## config.mk

```make
export PLATFORM = sky130hd
export DESIGN_NAME = sprite_frame_scheduler
export DESIGN_NICKNAME = d
export VERILOG_FILES = /design/src/rtl/sprite_frame_scheduler.sv
export SDC_FILE = /design/constraint.sdc
export NUM_CORES = 1
export LEC_CHECK = 0
export CAP_MARGIN = 20
export CORE_UTILIZATION = 45
export CTS_CLUSTER_SIZE = 25
export DETAILED_ROUTE_END_ITERATION = 10
export GPL_TIMING_DRIVEN = 0
export PLACE_DENSITY = 0.85
export SLEW_MARGIN = 15
export SYNTH_ARGS = -nofsm -noshare
export SYNTH_HDL_FRONTEND = slang
export SYNTH_SLANG_ARGS = --single-unit
```

## constraint.sdc

```tcl
create_clock -name clk -period 3.1 [get_ports clk]
set_input_delay 0.465 -clock clk [delete_from_list [all_inputs] [get_ports clk]]
set_output_delay 0.465 -clock clk [all_outputs]
set_load 0.02 [all_outputs]
```

## src/rtl/sprite_frame_scheduler.sv

```systemverilog
// Per-frame sprite update sequencer with req/ack timeout, plus a fixed-priority
// colour-keyed pixel compositor feeding the VGA output stage.
module sprite_frame_scheduler #(
  parameter int          N_SPRITES   = 4,
  parameter int          H_ACTIVE    = 640,
  parameter int          V_ACTIVE    = 480,
  parameter logic [11:0] TRANSPARENT = 12'hEEE,
  parameter logic [11:0] BG_COLOR    = 12'h000,
  parameter int          ACK_TIMEOUT = 64
) (
  input  logic                      clk,
  input  logic                      rst,
  input  logic [10:0]               drawX,
  input  logic [10:0]               drawY,
  input  logic [3:0]                controls_raw,
  input  logic [12*N_SPRITES-1:0]   sprite_color,
  input  logic [N_SPRITES-1:0]      upd_ack,
  input  logic                      err_clr,
  output logic [N_SPRITES-1:0]      upd_stb,
  output logic [3:0]                ctrl_frame,
  output logic [11:0]               pixel_color,
  output logic [2:0]                pixel_src,
  output logic                      busy,
  output logic                      frame_done,
  output logic [N_SPRITES-1:0]      timeout_err,
  output logic                      overrun_err
);

  localparam logic [1:0] S_IDLE  = 2'd0;
  localparam logic [1:0] S_ISSUE = 2'd1;
  localparam logic [1:0] S_WAIT  = 2'd2;
  localparam logic [1:0] S_NEXT  = 2'd3;

  localparam int            TW       = $clog2(ACK_TIMEOUT + 1);
  localparam logic [2:0]    LAST_IDX = 3'(N_SPRITES - 1);
  localparam logic [TW-1:0] TMO_LAST = TW'(ACK_TIMEOUT - 1);
  localparam logic [2:0]    SRC_NONE = 3'd7;

  function automatic logic [N_SPRITES-1:0] f_onehot(input logic [2:0] idx);
    logic [N_SPRITES-1:0] v;
    v = '0;
    for (int i = 0; i < N_SPRITES; i++) begin
      if (3'(i) == idx) begin
        v[i] = 1'b1;
      end else begin
        v[i] = 1'b0;
      end
    end
    return v;
  endfunction

  logic [3:0]           r_sync1;
  logic [3:0]           r_sync2;
  logic                 r_vb_d;
  logic [1:0]           r_state;
  logic [2:0]           r_idx;
  logic [TW-1:0]        r_timer;
  logic [N_SPRITES-1:0] r_upd_stb;
  logic [3:0]           r_ctrl_frame;
  logic                 r_busy;
  logic                 r_frame_done;
  logic [N_SPRITES-1:0] r_timeout_err;
  logic                 r_overrun_err;
  logic [11:0]          r_pixel_color;
  logic [2:0]           r_pixel_src;

  logic                 w_vb;
  logic                 w_frame_evt;
  logic                 w_evt_accept;
  logic                 w_evt_overrun;
  logic [N_SPRITES-1:0] w_sel;
  logic                 w_ack_cur;
  logic [1:0]           w_state_nxt;
  logic [2:0]           w_idx_nxt;
  logic [TW-1:0]        w_timer_nxt;
  logic [N_SPRITES-1:0] w_tmo_set;
  logic [11:0]          w_pix_color;
  logic [2:0]           w_pix_src;
  logic                 w_hit;

  // Edge-detected entry into vertical blank; fires once however long the position holds.
  assign w_vb          = (drawX == 11'd0) && (drawY == 11'(V_ACTIVE));
  assign w_frame_evt   = w_vb & ~r_vb_d;
  assign w_evt_accept  = w_frame_evt && (r_state == S_IDLE);
  assign w_evt_overrun = w_frame_evt && (r_state != S_IDLE);
  assign w_sel         = f_onehot(r_idx);
  assign w_ack_cur     = |(upd_ack & w_sel);

  // Sequencer next-state, index, ack timer and timeout detection.
  always_comb begin
    w_state_nxt = r_state;
    w_idx_nxt   = r_idx;
    w_timer_nxt = r_timer;
    w_tmo_set   = '0;
    case (r_state)
      S_IDLE: begin
        if (w_frame_evt) begin
          w_state_nxt = S_ISSUE;
          w_idx_nxt   = 3'd0;
        end else begin
          w_state_nxt = S_IDLE;
        end
      end
      S_ISSUE: begin
        w_state_nxt = S_WAIT;
        w_timer_nxt = '0;
      end
      S_WAIT: begin
        w_timer_nxt = r_timer + TW'(1);
        if (w_ack_cur) begin
          w_state_nxt = S_NEXT;
        end else if (r_timer == TMO_LAST) begin
          w_tmo_set   = w_sel;
          w_state_nxt = S_NEXT;
        end else begin
          w_state_nxt = S_WAIT;
        end
      end
      S_NEXT: begin
        if (r_idx == LAST_IDX) begin
          w_state_nxt = S_IDLE;
        end else begin
          w_state_nxt = S_ISSUE;
          w_idx_nxt   = r_idx + 3'd1;
        end
      end
      default: begin
        w_state_nxt = S_IDLE;
        w_idx_nxt   = 3'd0;
      end
    endcase
  end

  // Fixed-priority compositor: lowest-index opaque sprite wins, blanking outside the active area.
  always_comb begin
    w_pix_color = BG_COLOR;
    w_pix_src   = SRC_NONE;
    w_hit       = 1'b0;
    if ((drawX >= 11'(H_ACTIVE)) || (drawY >= 11'(V_ACTIVE))) begin
      w_pix_color = 12'h000;
      w_pix_src   = SRC_NONE;
    end else begin
      for (int i = 0; i < N_SPRITES; i++) begin
        if (!w_hit && (sprite_color[12*i +: 12] != TRANSPARENT)) begin
          w_pix_color = sprite_color[12*i +: 12];
          w_pix_src   = 3'(i);
          w_hit       = 1'b1;
        end else begin
          w_hit = w_hit;
        end
      end
    end
  end

  // State registers plus outputs decoded from the next state so each lines up with its FSM cycle.
  always_ff @(posedge clk or posedge rst) begin
    if (rst) begin
      r_sync1       <= 4'd0;
      r_sync2       <= 4'd0;
      r_vb_d        <= 1'b0;
      r_state       <= S_IDLE;
      r_idx         <= 3'd0;
      r_timer       <= '0;
      r_upd_stb     <= '0;
      r_ctrl_frame  <= 4'd0;
      r_busy        <= 1'b0;
      r_frame_done  <= 1'b0;
      r_timeout_err <= '0;
      r_overrun_err <= 1'b0;
    end else begin
      r_sync1       <= controls_raw;
      r_sync2       <= r_sync1;
      r_vb_d        <= w_vb;
      r_state       <= w_state_nxt;
      r_idx         <= w_idx_nxt;
      r_timer       <= w_timer_nxt;
      r_upd_stb     <= (w_state_nxt == S_ISSUE) ? f_onehot(w_idx_nxt) : '0;
      r_ctrl_frame  <= w_evt_accept ? r_sync2 : r_ctrl_frame;
      r_busy        <= (w_state_nxt != S_IDLE);
      r_frame_done  <= (w_state_nxt == S_NEXT) && (w_idx_nxt == LAST_IDX);
      // A set in the same cycle as err_clr leaves the flag set.
      r_timeout_err <= (r_timeout_err & ~{N_SPRITES{err_clr}}) | w_tmo_set;
      r_overrun_err <= (r_overrun_err & ~err_clr) | w_evt_overrun;
    end
  end

  // One-cycle registered pixel pipeline stage.
  always_ff @(posedge clk or posedge rst) begin
    if (rst) begin
      r_pixel_color <= 12'h000;
      r_pixel_src   <= SRC_NONE;
    end else begin
      r_pixel_color <= w_pix_color;
      r_pixel_src   <= w_pix_src;
    end
  end

  assign upd_stb     = r_upd_stb;
  assign ctrl_frame  = r_ctrl_frame;
  assign pixel_color = r_pixel_color;
  assign pixel_src   = r_pixel_src;
  assign busy        = r_busy;
  assign frame_done  = r_frame_done;
  assign timeout_err = r_timeout_err;
  assign overrun_err = r_overrun_err;

endmodule

```

==> reports/summary.txt <==
vias in the first global route - 2522
gp weighted congestion - 0.936
Core Area - 5470 um^2
Synthesized Nets - 347
post-synthesis mux area share - 0.0216
Fmax achieved - 417 MHz
slack of the critical path - 0.700 ns
GRT overflow - 0
status - complete, no violations
Crit. Startpoint - sprite_color[0]
Slew @ Worst Pin - 0.902 ns
RR Startpoint - r_idx[1]
dpl ws - 0.435 ns
area delta synth->final - 52.3%
routed via count - 2502
insertion delay to the later sink of the worst-skew pair - 0.30 ns
P_leak - 1.63 nW
Hold Fails Final Rpt - 0
Setup Skew - 0.0103 ns
Logic pwr share - 0.355
All-Layer GR Usage - 0.235
xor/xnor share of the synthesized area - 0.00343
Die H - 77.3 um
CTS sink cnt - 51
routed length per instance - 14.9 um
switching share of power - 0.335
Synthesis Warnings - 0
# hold bufs at CTS - 0
switching power - 650 uW
CTS clk-pin slew, worst paths - 0.09 ns
FF+latch count, synth - 51
H-tree levels - 2
port bufs - 110
CP Data Arrival Time - 2.57 ns
part of the power in registers - 0.400
Crit Path Max Fanout - 10
mapped cell area - 2550 um^2
Adder-Cell Fraction of Synth Area - 0.0393
ys async rst share - 1.00
worst hold start - r_sync1[0]
register area - 1280 um^2
Hold/Removal Path Class - reg2reg
n_diodes - 0
maxcap violations - 0
CTS max path bufs - 2
Post-Route WL - 6680 um
via/cell ratio - 5.57
layout cell share with drive strength beyond 1 - 0.0584
Ports - 111
largest family of logic cells by synthesized area - simple AND/OR/NAND/NOR gates
Int Pwr - 1.29 mW
Power Dens Cells - 500 nW/um^2
first-pass GRT wire length - 11000 um
TritonCTS buffer count - 5
initial antenna violation count - 0
Setup Crit Path Kind - in2reg
die width - 77.3 um
RSZ-0062 raised after global routing - no
row cnt - 27
CTS tree - yes
Seq/Total Area, Yosys - 0.502
Post-DRT Antenna Nets - 0
simple-gate portion of the synthesized area - 0.187
cell count after synthesis - 258
Final TNS setup - 0 ns
maximum vdd drop - 0.000289 V
Clock power frac - 0.246
DP HPWL - 5480 um
Most used DFF post-synth - dfrtp_1
Nets - 465
setup violators final - 0
Compound-Gate Fraction of Synth Area - 0.184
Resized cells post-CTS - 0
Pre-antenna DRT Iters - 4
Fill cells - 435
critical path required time - 3.27 ns
1st-iter DRT viols - 151
EDFF count, synth - 0
max-slew violations - 0
synthesized area per cell - 9.88 um^2
Final Cycle Share - 0.774
Setup crit end kind - flop
Tmin final - 2.40 ns
startpoint types - input pin
setup bufs post-CTS - 0
die area - 5970 um^2
Multi-input gate area - 1110 um^2
DRC Markers - 0
pin count of the biggest net entering global routing - 27
Initial Util - 0.466
root buffer cell - clkbuf_8
r2r setup slk - 0.96 ns
Netlist cell types - 45
Worst slew margin - 0.394
[final cells by class]
class | instances | share of cell area
Buffer | 11 | 0.0132
Clock inverter | 2 | 0.00999
Inverter | 29 | 0.0280
Tap cell | 72 | 0.0232
Multi-Input combinational cell | 167 | 0.286
Clock buffer | 6 | 0.0213
Sequential cell | 51 | 0.330
Timing Repair Buffer | 111 | 0.289
[per-layer routing]
layer,routed length [um],global-route usage
met1,2500,0.252
met2,3580,0.449
met3,449,0.0464
met4,150,0.0849
met5,0,0
[cells in the final DEF, fill, tap and decap left out, drive strengths merged, types with 10 or more instances in the layout]
cell / instances
a31oi: 10
o22ai: 11
a21oi: 15
dfrtp: 48
clkdlybuf4s50: 110
o21ai: 11
clkbuf: 14
nor2: 12
inv: 30
nand4b: 11
nand2: 12
[registers in the layout, summed over array words and instances, names as in the netlist]
name / cells
pixel_color: 12
r_timer: 7
ctrl_frame: 4
r_sync1: 4
r_sync2: 4
timeout_err: 4
upd_stb: 4
pixel_src: 3
r_idx: 3
r_state: 2
busy: 1
frame_done: 1
overrun_err: 1
r_vb_d: 1
[Yosys cell counts, types with 2 or more instances]
library cell	instances	area, um^2
or3_1	4	25.0
nor2b_1	3	18.8
nor4_1	6	37.5
clkbuf_1	8	30.0
nand3b_1	2	15.0
dfstp_2	3	78.8
o41ai_1	2	17.5
a22oi_1	3	22.5
nand3_1	6	30.0
dfrtp_1	48	1200
o21ai_0	11	55.1
nand4b_1	11	96.3
nor3_1	5	25.0
inv_1	29	109
ha_1	8	100
buf_2	2	10.0
o21bai_1	3	22.5
and2_1	9	56.3
o21a_1	2	15.0
mux2_2	4	45.0
a22o_1	5	43.8
a21oi_1	15	75.1
nand4_1	4	25.0
nand2_1	12	45.0
o22ai_1	11	68.8
a31oi_1	10	62.6
o31ai_1	3	22.5
nor2_1	12	45.0
[power groups by stage]
stage | clock [mW] | sequential (mW) | combinational, mW
floorplan | 0 | 0.807 | 0.381
global placement | 0 | 0.784 | 0.642
global route | 0.517 | 0.784 | 0.756
detailed placement | 0 | 0.790 | 0.673
CTS | 0.489 | 0.776 | 0.682
finish | 0.477 | 0.776 | 0.688
[kinds of logic after synthesis]
kind of cell,count (synthesis)
flops,51
fa+ha+maj,8
xor+xnor,1
mux,5
compound gates,72
simple gates,81
buf+inv,40
[stage by stage]
stage / instances / power, mW / cell area, um^2 / util / hold slack [ns]
2_1_floorplan: 258 / 1.19 / 2550 / - / 0.331
3_3_place_gp: 440 / 1.43 / 3740 / 0.684 / 0.332
3_5_place_dp: 441 / 1.46 / 3760 / 0.687 / 0.338
4_1_cts: 449 / 1.95 / 3880 / 0.709 / 0.359
5_1_grt: 449 / 2.06 / 3880 / 0.709 / 0.359
6_report: 449 / 1.94 / 3880 / 0.709 / 0.356
[worst max-delay path, stage by stage]
cell             delay, ns
clkdlybuf4s50_1       0.44
nand4b_1              0.21
or4_1                 0.66
clkbuf_1              0.26
o41ai_1               0.42
o22ai_1               0.12
[worst paths after layout]
check,to,cells past startpoint
worst min-delay path,r_sync2[0],0
min in group asynchronous,ctrl_frame[1],2
worst max register to register,timeout_err[0],7
worst max-delay path,pixel_color[0],6
max in group asynchronous,pixel_src[1],3
worst min register to register,r_sync2[0],0
No activity file was read; power rests on OpenSTA's default activity.
